--- config.mk ---
export PLATFORM = sky130hd
export DESIGN_NAME = pc_sequencer
export DESIGN_NICKNAME = d
export VERILOG_FILES = /design/src/rtl/pc_pkg.sv /design/src/rtl/return_address_stack.sv /design/src/rtl/pc_sequencer.sv
export SDC_FILE = /design/constraint.sdc
export NUM_CORES = 1
export LEC_CHECK = 0
export BUFFER_PORTS_ARGS = -buffer_cell sky130_fd_sc_hd__buf_2
export CAP_MARGIN = 20
export CORE_ASPECT_RATIO = 0.8
export CORE_MARGIN = 5
export CORE_UTILIZATION = 35
export DETAILED_ROUTE_END_ITERATION = 12
export GPL_TIMING_DRIVEN = 0
export MAX_ROUTING_LAYER = met4
export PLACE_DENSITY = 0.63
export SKIP_LAST_GASP = 1
export SLEW_MARGIN = 30
export SYNTH_ARGS = -nofsm -noshare
export SYNTH_HDL_FRONTEND = slang
export SYNTH_SLANG_ARGS = --single-unit
--- constraint.sdc ---
create_clock -name Clk_Core -period 5.18 [get_ports Clk_Core]
set_input_delay 0.259 -clock Clk_Core [delete_from_list [all_inputs] [get_ports Clk_Core]]
set_output_delay 0.259 -clock Clk_Core [all_outputs]
set_load 0.01 [all_outputs]
--- src/rtl/pc_pkg.sv ---
// pc_pkg: shared types and constants for the fetch program-counter sequencer.
//   pc_sel_e             - next-PC source chosen by the priority mux
//   INSTR_BYTES          - sequential fetch increment
//   DEFAULT_RESET_VECTOR - PC held while in reset unless overridden
package pc_pkg;

    typedef enum logic [2:0] {
        PC_SEL_HOLD,
        PC_SEL_SEQ,
        PC_SEL_RAS,
        PC_SEL_REDIRECT,
        PC_SEL_TRAP
    } pc_sel_e;

    localparam int unsigned INSTR_BYTES = 4;

    localparam logic [31:0] DEFAULT_RESET_VECTOR = 32'h0000_0000;

endpackage

--- src/rtl/return_address_stack.sv ---
// return_address_stack: circular return-address predictor stack.
//   Clk_Core  in   core clock
//   Rst_Core  in   asynchronous active-high reset (discards all entries)
//   Push      in   push Push_Data
//   Pop       in   pop the top entry (ignored when empty)
//   Clear     in   drop all entries; wins over Push/Pop
//   Push_Data in   return address to push
//   Top       out  current top entry
//   Empty     out  no entries held
// Push and Pop together replace the top entry in place. A push when full
// overwrites the oldest entry, so the count saturates at RAS_DEPTH.
module return_address_stack
    import pc_pkg::*;
#(
    parameter int unsigned RAS_DEPTH = 4,
    parameter int unsigned DWIDTH    = 32
) (
    input  logic              Clk_Core,
    input  logic              Rst_Core,
    input  logic              Push,
    input  logic              Pop,
    input  logic              Clear,
    input  logic [DWIDTH-1:0] Push_Data,
    output logic [DWIDTH-1:0] Top,
    output logic              Empty
);

    localparam int unsigned PTR_W = $clog2(RAS_DEPTH);
    localparam int unsigned CNT_W = $clog2(RAS_DEPTH + 1);

    logic [DWIDTH-1:0] stack_q [RAS_DEPTH];
    logic [PTR_W-1:0]  top_ptr_q, top_ptr_d;
    logic [PTR_W-1:0]  wr_ptr;
    logic [CNT_W-1:0]  count_q, count_d;
    logic              wr_en;
    logic              pop_eff;

    assign Empty   = (count_q == '0);
    assign Top     = stack_q[top_ptr_q];
    assign pop_eff = Pop & ~Empty;

    always_comb begin
        top_ptr_d = top_ptr_q;
        count_d   = count_q;
        wr_en     = 1'b0;
        wr_ptr    = top_ptr_q;
        if (Clear) begin
            count_d = '0;
        end else if (Push && pop_eff) begin
            // Return consumed and a call made in the same fetch: swap top.
            wr_en = 1'b1;
        end else if (Push) begin
            top_ptr_d = top_ptr_q + PTR_W'(1);
            wr_ptr    = top_ptr_d;
            wr_en     = 1'b1;
            if (count_q != CNT_W'(RAS_DEPTH)) begin
                count_d = count_q + CNT_W'(1);
            end
        end else if (pop_eff) begin
            top_ptr_d = top_ptr_q - PTR_W'(1);
            count_d   = count_q - CNT_W'(1);
        end
    end

    always_ff @(posedge Clk_Core or posedge Rst_Core) begin
        if (Rst_Core) begin
            top_ptr_q <= '0;
            count_q   <= '0;
        end else begin
            top_ptr_q <= top_ptr_d;
            count_q   <= count_d;
        end
    end

    // Storage needs no reset: entries are only visible below a nonzero count.
    always_ff @(posedge Clk_Core) begin
        if (wr_en) begin
            stack_q[wr_ptr] <= Push_Data;
        end
    end

endmodule

--- src/rtl/pc_sequencer.sv ---
// pc_sequencer: fetch program counter with prioritised next-PC selection.
//   Clk_Core            in   core clock
//   Rst_Core            in   asynchronous active-high reset
//   Run                 in   global enable; 0 freezes all state
//   Stall               in   blocks sequential/RAS advance only
//   Redirect_Valid      in   resolved branch/jump taken
//   Redirect_Target     in   redirect address
//   Trap_Valid          in   trap entry
//   Trap_Vector         in   trap handler address
//   Call_Push           in   current fetch is a call
//   Ret_Predict         in   current fetch is a return
//   Fetch_Ready         in   instruction memory accepts current PC
//   Fetch_Valid         out  current PC is a valid fetch request
//   Program_Count       out  current fetch PC
//   Program_Count_Plus4 out  Program_Count + 4
//   Misaligned_Err      out  one-cycle pulse on a rejected target
//   Misaligned_Addr     out  last rejected target
//   Ras_Empty           out  return-address stack holds no entries
// Priority: trap > redirect > RAS-predicted return > sequential > hold.
module pc_sequencer
    import pc_pkg::*;
#(
    parameter int unsigned       DWIDTH       = 32,
    parameter logic [DWIDTH-1:0] RESET_VECTOR = DWIDTH'(DEFAULT_RESET_VECTOR),
    parameter int unsigned       RAS_DEPTH    = 4,
    parameter int unsigned       ALIGN_BITS   = 2
) (
    input  logic              Clk_Core,
    input  logic              Rst_Core,
    input  logic              Run,
    input  logic              Stall,
    input  logic              Redirect_Valid,
    input  logic [DWIDTH-1:0] Redirect_Target,
    input  logic              Trap_Valid,
    input  logic [DWIDTH-1:0] Trap_Vector,
    input  logic              Call_Push,
    input  logic              Ret_Predict,
    input  logic              Fetch_Ready,
    output logic              Fetch_Valid,
    output logic [DWIDTH-1:0] Program_Count,
    output logic [DWIDTH-1:0] Program_Count_Plus4,
    output logic              Misaligned_Err,
    output logic [DWIDTH-1:0] Misaligned_Addr,
    output logic              Ras_Empty
);

    localparam logic [DWIDTH-1:0] ALIGN_MASK = DWIDTH'((64'd1 << ALIGN_BITS) - 64'd1);

    logic [DWIDTH-1:0] pc_q, pc_d;
    logic [DWIDTH-1:0] pc_plus4;
    logic [DWIDTH-1:0] err_addr_q, err_addr_d;
    logic [DWIDTH-1:0] ras_top;
    logic              started_q, started_d;
    logic              err_q, err_d;
    logic              handshake;
    logic              trap_misaligned;
    logic              redirect_misaligned;
    logic              ras_push, ras_pop, ras_clear, ras_empty;
    pc_sel_e           pc_sel;

    assign pc_plus4            = pc_q + DWIDTH'(INSTR_BYTES);
    assign Fetch_Valid         = started_q & Run & ~Stall;
    assign handshake           = Fetch_Valid & Fetch_Ready;
    assign trap_misaligned     = |(Trap_Vector & ALIGN_MASK);
    assign redirect_misaligned = |(Redirect_Target & ALIGN_MASK);

    assign Program_Count       = pc_q;
    assign Program_Count_Plus4 = pc_plus4;
    assign Misaligned_Err      = err_q;
    assign Misaligned_Addr     = err_addr_q;
    assign Ras_Empty           = ras_empty;

    // Trap and redirect ignore Stall/handshake/Started; only Run gates them.
    always_comb begin
        pc_sel = PC_SEL_HOLD;
        if (Run) begin
            if (Trap_Valid) begin
                pc_sel = PC_SEL_TRAP;
            end else if (Redirect_Valid) begin
                pc_sel = PC_SEL_REDIRECT;
            end else if (handshake && Ret_Predict && !ras_empty) begin
                pc_sel = PC_SEL_RAS;
            end else if (handshake) begin
                pc_sel = PC_SEL_SEQ;
            end
        end
    end

    // A misaligned trap/redirect still wins priority (so the fetch is treated
    // as wrong-path), but loads nothing and leaves the stack untouched.
    always_comb begin
        pc_d       = pc_q;
        err_d      = 1'b0;
        err_addr_d = err_addr_q;
        ras_push   = 1'b0;
        ras_pop    = 1'b0;
        ras_clear  = 1'b0;
        started_d  = started_q | Run;
        unique case (pc_sel)
            PC_SEL_TRAP: begin
                if (trap_misaligned) begin
                    err_d      = 1'b1;
                    err_addr_d = Trap_Vector;
                end else begin
                    pc_d      = Trap_Vector;
                    ras_clear = 1'b1;
                end
            end
            PC_SEL_REDIRECT: begin
                if (redirect_misaligned) begin
                    err_d      = 1'b1;
                    err_addr_d = Redirect_Target;
                end else begin
                    pc_d = Redirect_Target;
                end
            end
            PC_SEL_RAS: begin
                pc_d     = ras_top;
                ras_pop  = 1'b1;
                ras_push = Call_Push;
            end
            PC_SEL_SEQ: begin
                pc_d     = pc_plus4;
                ras_push = Call_Push;
            end
            default: begin
            end
        endcase
    end

    always_ff @(posedge Clk_Core or posedge Rst_Core) begin
        if (Rst_Core) begin
            pc_q       <= RESET_VECTOR;
            started_q  <= 1'b0;
            err_q      <= 1'b0;
            err_addr_q <= '0;
        end else begin
            pc_q       <= pc_d;
            started_q  <= started_d;
            err_q      <= err_d;
            err_addr_q <= err_addr_d;
        end
    end

    return_address_stack #(
        .RAS_DEPTH (RAS_DEPTH),
        .DWIDTH    (DWIDTH)
    ) u_ras (
        .Clk_Core  (Clk_Core),
        .Rst_Core  (Rst_Core),
        .Push      (ras_push),
        .Pop       (ras_pop),
        .Clear     (ras_clear),
        .Push_Data (pc_plus4),
        .Top       (ras_top),
        .Empty     (ras_empty)
    );

endmodule
==> run summary, run 1 <==
Average via count per standard cell: 5.61. After detailed routing, the average wire length per cell comes to 25.0 um. The first TritonRoute pass finished after 5 iterations. Setup repair after global routing left no endpoint under its margin. Clock tree synthesis found a total of 199 sinks. In this run, synthesis inferred 128 flip-flops with an integrated enable. The first routing iteration left 923 violations. The relative contribution of sequential cells to total power is 43.1%. Net total in the final layout: 990. Traced cell by cell, the critical path runs through nand3b_1 > nor2_1 > nand3_1 > ha_1 > mux2i_2 > nor3b_4 > buf_8 > buf_6. For the pin with the worst max-slew slack, the measured transition is 0.853 ns. The tools report the number of resized instances in the post-cts repair step as 0.

The worst setup skew after layout is 0.00974 ns. The root buffer selected by CTS was sky130_fd_sc_hd__clkbuf_16. The Yosys step of the flow raised 0 warnings. Flop and latch count out of synthesis: 199. Data on the critical path is required at its endpoint by 5.33 ns. The complex-gate fraction of the synthesized area was 13.2%; the number of placement rows was 53. In this run the count of I/O pins placed on the die edge is 172. Counting along the longest clock path gives a buffer depth of 2. The floorplan step defined a core boundary enclosing 0.0264 sq mm. Once the clock tree was built, the setup fixing pass inserted 0 buffers. The die is 193 um wide.

The area of the die is 0.0303 sq mm. The synthesized netlist occupies a cell area of 0.00941 sq mm. Before CTS, the worst setup slack after placement is 1.33 ns. The die is 157 um tall. The power density over cell area came out at 400 mW/mm^2.

The adder-cell share of the synthesized area was 0.399%; the clock latency of the later-clocked register in the worst-skew pair was 0.44 ns. The worst hold margin was 0.108 ns; the initial antenna violation count was 3. Mux share of post-synthesis cell area: 10.5%.

Dominant combinational cell family by area after synthesis: compound AO/OA/AOI/OAI gates. The maximum fanout count along the critical path was 10. The most instantiated flip-flop cell in the synthesis netlist was sky130_fd_sc_hd__edfxtp_1.

Internal power comes to 3.11 mW. The reg-to-reg setup timing slack was 1.63 ns; the combinational share of power was 26.4%. In the layout the commonest cells are 189 x sky130_fd_sc_hd__buf_2, 128 x sky130_fd_sc_hd__edfxtp_1, 71 x sky130_fd_sc_hd__dfrtp_1, 60 x sky130_fd_sc_hd__nand2_1, 56 x sky130_fd_sc_hd__o21ai_0. The clock tree synthesis step divided the H-tree into 4 levels.

Setup slack closes at 1.63 ns. The smallest clock period supported by the final layout is computed as 3.55 ns. The tools report the leakage component of the power as 4.50 nW.

The endpoint identified for the worst register-to-register timing path is u_ras.stack_q[2][15]. The top cell type's share of synthesized area is 40.9%. The most common cell after layout, fill and taps aside is sky130_fd_sc_hd__buf_2. The worst setup path is captured at a register. Together, buffers and inverters on the worst path number 2. Buffers placed on the I/O ports in this run total 170.

The unique cell type count in the Yosys netlist was 79. TritonCTS built the clock tree. By startpoint and endpoint, the worst setup path is classified as reg -> reg. In this run the tightest slew margin relative to its limit is 43.2%. The path length in cells of the critical path works out to 8. Clock tree synthesis inserted a total of 17 buffers. The run gives 0.918 as the routability congestion estimate. The number of nets handed over by synthesis was 784. Global routing used 21.5% of the available tracks across all layers. The total routed wirelength came out at 32200 um.

The logs give 30.5% for the clock group share of total power and 0 for the sum of overflow across all layers after global routing. The number of hold violations in the final report is 0. Delay of the slowest critical-path stage: 0.59 ns.

The top cell type by total area after synthesis was sky130_fd_sc_hd__edfxtp_1. After clock tree synthesis, the clock-pin slew on the worst setup and hold paths is 0.08 ns. In this run the critical register-to-register path is launched from started_q. The share of synthesized flip-flops with an asynchronous set or reset is 35.7%. The tools report the max-cap violation count as 0. The final clock period utilization by the worst path came out at 68.5%. Kind of launch point of the worst setup path: a register.

For hold timing, the worst endpoint is Program_Count[9]. From synthesis to final layout, the design area changed by 22.7%. The max-slew violation count came out at 0. In the post-synthesis netlist, the biggest area contributors are sky130_fd_sc_hd__edfxtp_1 41%, sky130_fd_sc_hd__dfrtp_1 19%, sky130_fd_sc_hd__mux4_2 7.7%.

The number of global-route vias before repair came out at 6963. Net switching fraction of the power: 32.8%. In the routed design, unresolved DRC markers number 0. Of the synthesized area, sequential elements account for 59.7%.

Summed over all nets, the switching power comes to 1.51 mW. The run finished with clean final reports. The min-delay analysis places its worst path in the category in -> reg. Counting instances, the worst hold path has a depth of 3. Dividing the synthesized area by the synthesized cell count gives 13.3 sq um. The HPWL after detailed placement is 24000 um. The number of cells traversed by the worst register-to-register path works out to 8. Of the total synthesized cell area, the portion taken by AND, OR, NAND and NOR gates is 10.3%. In this run the remaining antenna-violating nets after routing total 0. Timing would allow up to 282 MHz. The slowest stage of the critical path belongs to the cell sky130_fd_sc_hd__nor2_1. The gate count of the mapped netlist was 708; the initial core utilization was 35.6%. The xor-xnor portion of the synthesized cell area came out at 2.87%. Entering global routing, the biggest net connects 47 pins.

Data arrives at the worst endpoint at 3.70 ns. IR analysis of the VDD net gives a maximum drop of 0.228 mV. For the number of buffers inserted for hold repair after clock tree synthesis, the log shows 1.

The share of final-layout standard cells stronger than drive strength 1 works out to 33.0%. The cell type group with the largest total delay on the critical path is simple AND/OR/NAND/NOR gates. Setup violations remaining at the end of the flow were counted as 0. The worst hold path begins at Redirect_Target[9]. After routing, the total negative slack on setup checks comes to 0 ns.

For the total number of vias, the log shows 7227. After filler insertion, the fill cell instance count of the layout stands at 2479. The wire length of the first global-routing pass was 46900 um.
==> worst max-delay path by stage <==
stage	start	end	slack, ns
floorplan	Run	u_ras.stack_q[1][0]	0.60
global placement	Run	u_ras.stack_q[1][14]	-2.20
detailed placement	Run	u_ras.stack_q[2][7]	1.33
CTS	started_q	u_ras.stack_q[2][29]	1.64
global route	started_q	u_ras.stack_q[2][15]	1.47
finish	started_q	u_ras.stack_q[2][15]	1.63
==> tightest hold or removal path: cells and delay by family <==
family / cells / cell delay, ns
buffers and inverters: 1 / 0.10
AO/OA/AOI/OAI: 1 / 0.08
AND/OR/NAND/NOR: 1 / 0.08
==> cell families after synthesis <==
kind of cell,count (synthesis)
XOR/XNOR,30
AND/OR/NAND/NOR,171
multiplexers,58
AO/OA/AOI/OAI,184
flip-flops,199
adder cells (fa/ha/maj),3
buffers and inverters,63
==> registers in the layout, summed over array words and instances (netlist names) <==
signal / flops
Misaligned_Addr: 32
Misaligned_Err: 1
Program_Count: 32
started_q: 1
u_ras.count_q: 3
u_ras.stack_q: 128
u_ras.top_ptr_q: 2
==> stage by stage <==
stage               total power [mW]  instance area, sq um  cells  utilization, %
floorplan                       2.73                  9410    708               -
detailed placement              3.24                 10900   1251            41.3
global placement                3.21                 10700   1235            40.6
finish                          4.62                 11500   1288            43.7
CTS                             4.64                 11500   1284            43.7
global route                    4.82                 11500   1287            43.7
==> Yosys cell counts (6+ instances only) <==
library cell                 n
sky130_fd_sc_hd__a21oi_1    25
sky130_fd_sc_hd__a221oi_1   10
sky130_fd_sc_hd__a22o_1      7
sky130_fd_sc_hd__a22oi_1     9
sky130_fd_sc_hd__a31oi_1     8
sky130_fd_sc_hd__and3_1      6
sky130_fd_sc_hd__buf_2      19
sky130_fd_sc_hd__buf_4       6
sky130_fd_sc_hd__clkbuf_1   22
sky130_fd_sc_hd__dfrtp_1    71
sky130_fd_sc_hd__edfxtp_1  128
sky130_fd_sc_hd__inv_1      13
sky130_fd_sc_hd__mux2i_1    24
sky130_fd_sc_hd__mux4_2     32
sky130_fd_sc_hd__nand2_1    60
sky130_fd_sc_hd__nand3_1    24
sky130_fd_sc_hd__nand4_1     8
sky130_fd_sc_hd__nor2_1     22
sky130_fd_sc_hd__nor3_1      7
sky130_fd_sc_hd__nor4_1      6
sky130_fd_sc_hd__o21a_1      6
sky130_fd_sc_hd__o21ai_0    56
sky130_fd_sc_hd__o22ai_1    11
sky130_fd_sc_hd__xnor2_1    20
sky130_fd_sc_hd__xor2_1      9
==> power groups by stage <==
| stage | logic, mW | registers [mW] | clock network, mW |
|---|---|---|---|
| CTS | 1.23 | 1.99 | 1.43 |
| floorplan | 0.691 | 2.04 | 0 |
| global route | 1.31 | 2.01 | 1.50 |
| global placement | 1.19 | 2.02 | 0 |
| detailed placement | 1.22 | 2.02 | 0 |
| finish | 1.22 | 1.99 | 1.41 |
==> routing by layer <==
metal	share of wire [%]	vias to the layer above	global-route usage [%]
li1	-	3176	-
met1	43	3588	29.5
met2	43	422	30.1
met3	12	41	8.29
met4	1.8	0	5.16
met5	0	-	-
==> final cells by class <==
class	count	area (sq um)	area share, %
Antenna cell	4	10.0	0.0867
Buffer	50	236	2.05
Clock buffer	20	500	4.34
Clock inverter	12	123	1.06
Inverter	13	53.8	0.466
Multi-Input combinational cell	446	3520	30.5
Sequential cell	199	5620	48.7
Tap cell	357	447	3.87
Timing Repair Buffer	187	1030	8.94
No activity file was read; power rests on OpenSTA's default activity.
==> run 2: changes to the inputs <==
--- a/config.mk
+++ b/config.mk
@@ -5,6 +5,7 @@
 export SDC_FILE = /design/constraint.sdc
 export NUM_CORES = 1
 export LEC_CHECK = 0
+export ABC_AREA = 1
 export BUFFER_PORTS_ARGS = -buffer_cell sky130_fd_sc_hd__buf_2
 export CAP_MARGIN = 20
 export CORE_ASPECT_RATIO = 0.8
@@ -13,7 +14,7 @@
 export DETAILED_ROUTE_END_ITERATION = 12
 export GPL_TIMING_DRIVEN = 0
 export MAX_ROUTING_LAYER = met4
-export PLACE_DENSITY = 0.63
+export PLACE_DENSITY = 0.65
 export SKIP_LAST_GASP = 1
 export SLEW_MARGIN = 30
 export SYNTH_ARGS = -nofsm -noshare
==> constraint.sdc (replaced) <==
create_clock -name Clk_Core -period 3.2 [get_ports Clk_Core]
set_input_delay 0.16 -clock Clk_Core [delete_from_list [all_inputs] [get_ports Clk_Core]]
set_output_delay 0.16 -clock Clk_Core [all_outputs]
set_load 0.01 [all_outputs]
==> run 2 against run 1 <==
Against the previous run: design area up 3.7%; flip-flop and latch count unchanged; critical path depth is 1 higher; first-iteration DRC count down 8.7%; worst hold slack lost 0.10 ns; sequential power is 61% higher; area after synthesis up 2.9%.
==> run summary, run 2 <==
The global routing usage summed across all routing layers is 21.5% (about the same), and the height of the die is 159 um (was 157 um). Wire length of the first global-routing pass: 49600 um (was 46900 um). Sink count of the clock tree: 199 (unchanged).

The tools report the maximum number of pins on one net before global-route repair as 39 (was 47). The worst setup skew after layout came out at 0.0127 ns (was 0.00974 ns). The gate count of the mapped netlist was 1115 (was 708); the sum of overflow across all layers after global routing was 0 (unchanged). Maximum fanout count along the critical path: 6 (was 10). The clock-pin transition on the worst setup and hold timing paths is 0.08 ns (about the same). Highest-count cells in the layout ignoring fill and taps: 312 x sky130_fd_sc_hd__nand2_1, 191 x sky130_fd_sc_hd__nor2_1, 183 x sky130_fd_sc_hd__buf_2, 128 x sky130_fd_sc_hd__edfxtp_1, 89 x sky130_fd_sc_hd__o21ai_0 (was 189 x sky130_fd_sc_hd__buf_2, 128 x sky130_fd_sc_hd__edfxtp_1, 71 x sky130_fd_sc_hd__dfrtp_1, 60 x sky130_fd_sc_hd__nand2_1, 56 x sky130_fd_sc_hd__o21ai_0).

Critical-path cell with the highest stage delay: sky130_fd_sc_hd__nor2_1 (unchanged). Setup repair after global routing left no endpoint under its margin. The number of buffers inserted for hold repair after clock tree synthesis came out at 26 (was 1).

The number of flops mapped to enable cells by yosys is 128 (unchanged). The synthesized area divided by synthesized cell count is 8.68 sq um (was 13.3 sq um). The area of the placeable core is 0.0273 sq mm (was 0.0264 sq mm), and the share of synthesized flip-flops with an asynchronous set or reset is 35.7% (unchanged). For the highest achievable clock rate, the log shows 330 MHz.

The number of antenna diodes was 0 (was 4). The most instantiated flip-flop cell in the synthesis netlist was sky130_fd_sc_hd__edfxtp_1 (unchanged). The post-route DRC violation count was 0 (unchanged); the critical path arrival was 2.87 ns (was 3.70 ns). The combinational share of power is 26.0% (was 26.4%), and the area of the die is 0.0311 sq mm (was 0.0303 sq mm). For the total power draw, the log shows 7.16 mW (was 4.62 mW). The top cell type's share of synthesized area is 39.7% (was 40.9%), and the routability congestion estimate is 0.976 (was 0.918). Total number of vias: 8818 (was 7227). The post-CTS setup-driven buffer insertion count was 0 (unchanged); the internal power contribution was 4.62 mW (was 3.11 mW). The number of resized instances in the post-cts repair step was 0 (unchanged); the worst max-slew margin expressed relative to the limit was 46.4% (was 43.2%). The transition time at the pin with the least slew margin is 0.803 ns (was 0.853 ns).

Cell with the most instances after synthesis: sky130_fd_sc_hd__nand2_1 (was sky130_fd_sc_hd__edfxtp_1). The run finished with clean final reports. Top cells by instance count after synthesis: 312 x sky130_fd_sc_hd__nand2_1, 195 x sky130_fd_sc_hd__nor2_1, 128 x sky130_fd_sc_hd__edfxtp_1 (was 128 x sky130_fd_sc_hd__edfxtp_1, 71 x sky130_fd_sc_hd__dfrtp_1, 60 x sky130_fd_sc_hd__nand2_1).

The setup TNS was 0 ns (unchanged). For the depth of the CTS H-tree, the log shows 4 (unchanged). The initial core utilization is 35.5% (was 35.6%), and the number of buffer cells added on primary ports is 171 (was 170). The largest register by flop count was u_ras.stack_q (unchanged). The tools report the kind of launch point of the worst setup path as a register (unchanged).

The tools report the total placed cells including tap cells as 1655 (was 1251). Power density over cell area: 598 mW/mm^2 (was 400 mW/mm^2). The tools report the worst-case clock buffer depth as 2 (unchanged). The run gives 0.00968 sq mm (was 0.00941 sq mm) as the cell area after technology mapping. For the count of placed standard cells in the final layout, fillers left out, the log shows 1713 (was 1288). The unique cell type count in the Yosys netlist was 36 (was 79). The logs give 0 (was 3) for the initial antenna violation count and 0.424 mV (was 0.228 mV) for the maximum VDD drop.

Cell types with the largest area share after synthesis: sky130_fd_sc_hd__edfxtp_1 40%, sky130_fd_sc_hd__dfrtp_1 18%, sky130_fd_sc_hd__nand2_1 12% (was sky130_fd_sc_hd__edfxtp_1 41%, sky130_fd_sc_hd__dfrtp_1 19%, sky130_fd_sc_hd__mux4_2 7.7%). The delay of the slowest critical-path stage was 0.49 ns (was 0.59 ns); the area growth from synthesis to layout was 23.7% (was 22.7%). The tools report the clock buffer count from CTS as 17 (unchanged). The run gives 0 (unchanged) as the number of hold violations in the final report. The logs give 0 (unchanged) for the max-cap violation count and 29.1% (was 30.5%) for the clock group share of total power. The number of global-route vias before repair is 8208 (was 6963), and the flip-flop count of the largest register, all copies and words added is 128 (unchanged). The wire length per cell after detailed routing is 19.3 um (was 25.0 um). The portion of the post-synthesis area used by sequential elements was 58.1% (was 59.7%); the relative contribution of sequential cells to total power was 44.8% (was 43.1%).

The type of the worst setup path was reg -> out (was reg -> reg). Data required time at the worst endpoint: 3.04 ns (was 5.33 ns). Series of cell instances along the critical path: ha_1 > nand3_1 > nor2_1 > nand4_1 > inv_1 > nand2_1 > nand2_1 > and2_1 > buf_2 (was nand3b_1 > nor2_1 > nand3_1 > ha_1 > mux2i_2 > nor3b_4 > buf_8 > buf_6). The max-slew violation count is 0 (unchanged).

Dividing the final minimum period by the clock period gives 94.7%. The average via count per standard cell came out at 5.15 (was 5.61). Most common cell after layout, fill and taps aside: sky130_fd_sc_hd__nand2_1 (was sky130_fd_sc_hd__buf_2). The tools report the number of I/O pins as 172 (unchanged). For the clock latency of the later-clocked register in the worst-skew pair, the log shows 0.45 ns (was 0.44 ns). The type of the tightest min-delay check was in -> reg (unchanged). Counting I/O delays and the setup requirement, the final critical path takes 3.03 ns.

The HPWL after detailed placement was 25300 um (was 24000 um); the share of final-layout standard cells stronger than drive strength 1 was 18.5% (was 33.0%). The net count after synthesis is 1191 (was 784). The tools report the DRC marker count from the first detailed-route iteration as 843 (was 923).

For the total iterations of the first detailed-routing run, the log shows 5 (unchanged). The net switching fraction of the power is 35.4% (was 32.8%), and the leakage component of the power is 5.25 nW (was 4.50 nW). Flop and latch count out of synthesis: 199 (unchanged). For the number of warnings printed during yosys synthesis, the log shows 0 (unchanged).

The root buffer selected by CTS was sky130_fd_sc_hd__clkbuf_16 (unchanged). The floorplan die width came out at 196 um (was 193 um). The tools report the critical path capture point type as an output port (was a register). The post-detailed-route count of antenna-violating nets was 0 (unchanged); the net switching power was 2.54 mW (was 1.51 mW). The run gives 33000 um (was 32200 um) as the total routed wirelength. TritonCTS built the clock tree.

The top cell type by total area after synthesis is sky130_fd_sc_hd__edfxtp_1 (unchanged). The run gives 0 (unchanged) as the number of failing setup endpoints in the final timing report. Among the stages of the critical path, the cell type that occurs most often is sky130_fd_sc_hd__nand2_1.

The net total in the final layout was 1412 (was 990). The number of placement rows is 54 (was 53).
run 2: cell count changes after synthesis, moves of 11 or more:
cell,previous run,this run
sky130_fd_sc_hd__a21oi_1,25,49
sky130_fd_sc_hd__o21ai_0,56,89
sky130_fd_sc_hd__inv_1,13,69
sky130_fd_sc_hd__nand2_1,60,312
sky130_fd_sc_hd__a31oi_1,8,19
sky130_fd_sc_hd__xnor2_1,20,3
sky130_fd_sc_hd__nand3_1,24,55
sky130_fd_sc_hd__mux2i_1,24,0
sky130_fd_sc_hd__mux4_2,32,0
sky130_fd_sc_hd__nor2_1,22,195
run 2: worst max-delay path: cells and delay by family, from the launching register on:
kind / cells / cell delay [ns]
buffers and inverters: 2 / 0.37
adders and majority gates: 1 / 0.27
and+or+nand+nor: 6 / 1.33
DFF: 1 / 0.45
run 2: power by group through the flow:
stage          registers (mW)  logic [mW]  clock network, mW
2_1_floorplan            3.26       0.947                  0
3_3_place_gp             3.25        1.79                  0
3_5_place_dp             3.25        1.83                  0
4_1_cts                  3.20        1.88               2.13
5_1_grt                  3.23        2.05               2.24
6_report                 3.21        1.86               2.09
run 2: routing by layer:
layer,wire length [um],vias to the layer above,share of wire (%),track usage [%]
met2,14900,407,45,32.3
met5,0,-,0,-
met3,3160,33,9.6,5.04
met4,376,0,1.1,3.68
met1,14600,4241,44,30.3
li1,-,4137,-,-
run 2: area by class of cell:
class | count | area (sq um)
tap | 364 | 455
sequential | 199 | 5620
clock buffer | 18 | 429
clock inverter | 14 | 134
timing repair buffer | 202 | 1250
multi-input combinational | 791 | 3560
fill | 2724 | 15300
inverter | 75 | 284
buffer | 50 | 244
run 2: worst paths after layout:
check,from,end,slack [ns],depth (start not counted)
worst max-delay path,Program_Count[2],Program_Count_Plus4[28],0.17,9
worst min-delay path,Redirect_Target[17],Misaligned_Addr[17],0.005,3
worst max register to register,u_ras.top_ptr_q[0],u_ras.stack_q[0][7],0.29,8
worst min register to register,started_q,started_q,0.48,1
max in group asynchronous,Rst_Core,Misaligned_Addr[7],2.29,4
min in group asynchronous,Rst_Core,Misaligned_Addr[21],0.30,3
run 2: logic make-up after synthesis:
| family | Yosys count | synth area share (%) |
|---|---|---|
| adder cells (fa/ha/maj) | 3 | 0.388 |
| AO/OA/AOI/OAI | 177 | 9.88 |
| flip-flops | 199 | 58.1 |
| AND/OR/NAND/NOR | 596 | 24.9 |
| XOR/XNOR | 15 | 1.36 |
| buffers and inverters | 125 | 5.43 |
run 2: metrics by stage:
stage / hold slack, ns / instance area [sq um] / util [%] / setup slack [ns]
CTS: 0.000204 / 12000 / 43.9 / 0.269
detailed placement: 0.251 / 11200 / 40.9 / 0.292
global placement: 0.443 / 11000 / 40.3 / -1.33
global route: 0.00529 / 12000 / 43.9 / 0.0856
floorplan: 0.272 / 9680 / - / 0.0443
finish: 0.00473 / 12000 / 43.9 / 0.171
==> run 3: changes to the inputs <==
--- a/config.mk
+++ b/config.mk
@@ -5,7 +5,6 @@
 export SDC_FILE = /design/constraint.sdc
 export NUM_CORES = 1
 export LEC_CHECK = 0
-export ABC_AREA = 1
 export BUFFER_PORTS_ARGS = -buffer_cell sky130_fd_sc_hd__buf_2
 export CAP_MARGIN = 20
 export CORE_ASPECT_RATIO = 0.8
==> run 3 against run 2 <==
Against the previous run: combinational power grew 8%; worst setup slack worse by 0.076 ns; utilization hardly changed; first-iteration DRC count is 10% lower; wire length fell by 3.6%; die area decreased by 2.6%; worst hold slack better by 0.0051 ns; via count down 18%; critical path depth is 3 lower; register-to-register slack worse by 0.15 ns; clock skew decreased by 0.0046 ns.
==> run summary, run 3 (same netlist as run 1, synthesis figures left out) <==
The flow ran to the end, and the final reports show no timing, DRC or antenna violations. The maximum number of pins on one net before global-route repair is 54 (was 39). Largest register by flop count: u_ras.stack_q (unchanged). The flip-flop count of the largest register, all copies and words added came out at 128 (unchanged). The tools report the initial core utilization as 35.6% (was 35.5%).

The depth of the CTS H-tree is 4 (unchanged), and the area of the placeable core is 0.0264 sq mm (was 0.0273 sq mm). The tools report the clock buffer count from CTS as 17 (unchanged). The number of buffer cells added on primary ports was 170 (was 171); the highest achievable clock rate was 322 MHz (was 330 MHz). The logs give 14000 um (was 14900 um) for the sum of met2 wire segment lengths after detailed routing and 0.00816 ns (was 0.0127 ns) for the worst setup skew after layout.

The highest layer used for signal routing is met4 (unchanged). Global routing usage summed across all routing layers: 21.4% (was 21.5%). The most common cell after layout, fill and taps aside was sky130_fd_sc_hd__buf_2 (was sky130_fd_sc_hd__nand2_1). For the max-cap violation count, the log shows 0 (unchanged). Type of the worst setup path: reg -> out (unchanged). The run gives 0 (unchanged) as the post-route DRC violation count. The logs give 7106 (was 8208) for the number of global-route vias before repair and 0.14 ns (was 0.29 ns) for the reg-to-reg setup timing slack. The run gives 43.8% (was 43.9%) as the utilization after layout. Post-detailed-route count of antenna-violating nets: 0 (unchanged).

TritonCTS built the clock tree. The logs give 50.2% (was 46.4%) for the worst max-slew margin expressed relative to the limit and 3.04 ns (about the same) for the data required time at the worst endpoint. Setup repair after global routing could not meet its margin everywhere. For the DRC marker count from the first detailed-route iteration, the log shows 759 (was 843). The total routed wirelength was 31900 um (was 33000 um). The critical path arrival is 2.95 ns (was 2.87 ns), and the clock-pin transition on the worst setup and hold timing paths is 0.08 ns (about the same).

For the total iterations of the first detailed-routing run, the log shows 5 (unchanged). The clock latency of the later-clocked register in the worst-skew pair is 0.44 ns (was 0.45 ns), and the routability congestion estimate is 0.965 (was 0.976). The tools report the root buffer selected by CTS as sky130_fd_sc_hd__clkbuf_16 (unchanged). Total number of vias: 7262 (was 8818).

Net total in the final layout: 987 (was 1412). For the sum of overflow across all layers after global routing, the log shows 0 (unchanged). The critical-path cell with the highest stage delay is sky130_fd_sc_hd__dfrtp_1 (was sky130_fd_sc_hd__nor2_1).

The power density over cell area came out at 635 mW/mm^2 (was 598 mW/mm^2). Number of cells traversed by the worst register-to-register path: 8 (unchanged). The source of the worst hold timing path is Redirect_Target[9] (was Redirect_Target[17]). The area growth from synthesis to layout was 23.0% (was 23.7%). The leakage component of the power is 4.50 nW (was 5.25 nW), and the wire length of the first global-routing pass is 46900 um (was 49600 um). The share of final-layout standard cells stronger than drive strength 1 is 33.4% (was 18.5%). The run gives 12800 um (was 14600 um) as the wire length on met1. The tools report the number of I/O pins as 172 (unchanged).

For the number of failing setup endpoints in the final timing report, the log shows 0 (unchanged). The number of cells on the worst hold path is 3 (unchanged). Floorplan die width: 193 um (was 196 um). The maximum fanout count along the critical path is 9 (was 6), and the sink count of the clock tree is 199 (unchanged).

For the worst-case clock buffer depth, the log shows 2 (unchanged). HPWL after detailed placement: 23700 um (was 25300 um). The maximum VDD drop is 0.380 mV (was 0.424 mV), and the initial antenna violation count is 7 (was 0). The height of the die is 157 um (was 159 um). The final clock period utilization by the worst path came out at 97.0% (was 94.7%). The final critical-path required period works out to 3.11 ns (was 3.03 ns). The delay of the slowest critical-path stage is 0.49 ns (about the same), and the worst setup slack after placement is -0.624 ns (was 0.292 ns). Max-slew violation count: 0 (unchanged).

The worst min-delay path endpoint was Program_Count[9] (was Misaligned_Addr[17]). Capturing point of the worst reg2reg path: u_ras.stack_q[2][11] (was u_ras.stack_q[0][7]). The final critical-path setup slack was 0.0949 ns (was 0.171 ns). The tools report the count of placed standard cells in the final layout, fillers left out as 1287 (was 1713). Startpoint of the most critical register-to-register path: started_q (was u_ras.top_ptr_q[0]). The critical path capture point type was an output port (unchanged). The type of the tightest min-delay check is in -> reg (unchanged).

The total length of routed met3 wires is 4620 um (was 3160 um). The average via count per standard cell is 5.64 (was 5.15), and the transition time at the pin with the least slew margin is 0.745 ns (was 0.803 ns). The tools report the kind of launch point of the worst setup path as a register (unchanged). The number of hold violations in the final report came out at 0 (unchanged). The run gives 0.0303 sq mm (was 0.0311 sq mm) as the area of the die. The number of placement rows is 53 (was 54).

Series of cell instances along the critical path: ha_1 > inv_1 > nor2_2 > nor4b_2 > xor2_2 > buf_2 (was ha_1 > nand3_1 > nor2_1 > nand4_1 > inv_1 > nand2_1 > nand2_1 > and2_1 > buf_2). Highest-count cells in the layout ignoring fill and taps: 188 x sky130_fd_sc_hd__buf_2, 128 x sky130_fd_sc_hd__edfxtp_1, 71 x sky130_fd_sc_hd__dfrtp_1, 60 x sky130_fd_sc_hd__nand2_1, 56 x sky130_fd_sc_hd__o21ai_0 (was 312 x sky130_fd_sc_hd__nand2_1, 191 x sky130_fd_sc_hd__nor2_1, 183 x sky130_fd_sc_hd__buf_2, 128 x sky130_fd_sc_hd__edfxtp_1, 89 x sky130_fd_sc_hd__o21ai_0). Total placed cells including tap cells: 1247 (was 1655).

The wire length per cell after detailed routing was 24.8 um (was 19.3 um).
-- run 3: power breakdown --
part	total [mW]	internal (mW)	leakage [nW]	switching, mW
combinational	2.00	0.786	2.18	1.21
clock	2.12	1.06	0.288	1.07
sequential	3.23	3.01	2.03	0.214
total	7.35	4.86	4.50	2.49
-- run 3: worst max path at each step --
stage,from,end,cells past startpoint
3_3_place_gp,Redirect_Valid,u_ras.stack_q[3][14],8
5_1_grt,u_ras.top_ptr_q[0],u_ras.stack_q[2][11],9
6_report,Program_Count[3],Program_Count_Plus4[18],6
2_1_floorplan,Run,u_ras.stack_q[1][0],7
4_1_cts,Program_Count[3],Program_Count_Plus4[18],6
3_5_place_dp,Redirect_Valid,u_ras.stack_q[2][14],10
-- run 3: layout make-up --
type | count | area (sq um)
fillers | 2471 | 14800
flip-flops and latches | 199 | 5620
multi-input cells | 446 | 3580
repair buffers | 185 | 1040
well taps | 357 | 447
clock buffers | 18 | 439
plain buffers | 49 | 234
clock inverters | 14 | 136
inverters | 13 | 53.8
diodes | 6 | 15.0
-- run 3: what timing repair did --
item | 4_1_cts | 5_1_grt
gates resized for setup | 3 | 6
hold buffers | 1 | 0
hold endpoints to repair | 71 | 0
endpoints found under the setup margin | 84 | 51
setup buffers | 2 | 0
-- run 3: worst max-delay path: cells and delay by family, from the launching register on --
kind / cells / cell delay (ns)
DFF: 1 / 0.49
and+or+nand+nor: 2 / 0.92
adders and majority gates: 1 / 0.33
xor gates and xnor gates: 1 / 0.35
buffers and inverters: 2 / 0.41
-- run 3: per-stage QoR --
| stage | area [sq um] | power [mW] | hold slack, ns | TNS (ns) |
|---|---|---|---|---|
| after floorplan | 9420 | 4.42 | 0.314 | -15.44 |
| after global placement | 10700 | 5.20 | 0.456 | -191.07 |
| after detailed placement | 10900 | 5.26 | 0.116 | -37.49 |
| after CTS | 11500 | 7.36 | 0.00535 | 0 |
| after global routing | 11600 | 7.66 | 0.00386 | 0 |
| final | 11600 | 7.35 | 0.00986 | 0 |
-- run 3: routing by layer --
layer  vias to the layer above  GRT usage [%]
li1                       3182              -
met1                      3617           26.9
met2                       422           31.2
met3                        41           11.7
met4                         0           3.51
met5                         -              -
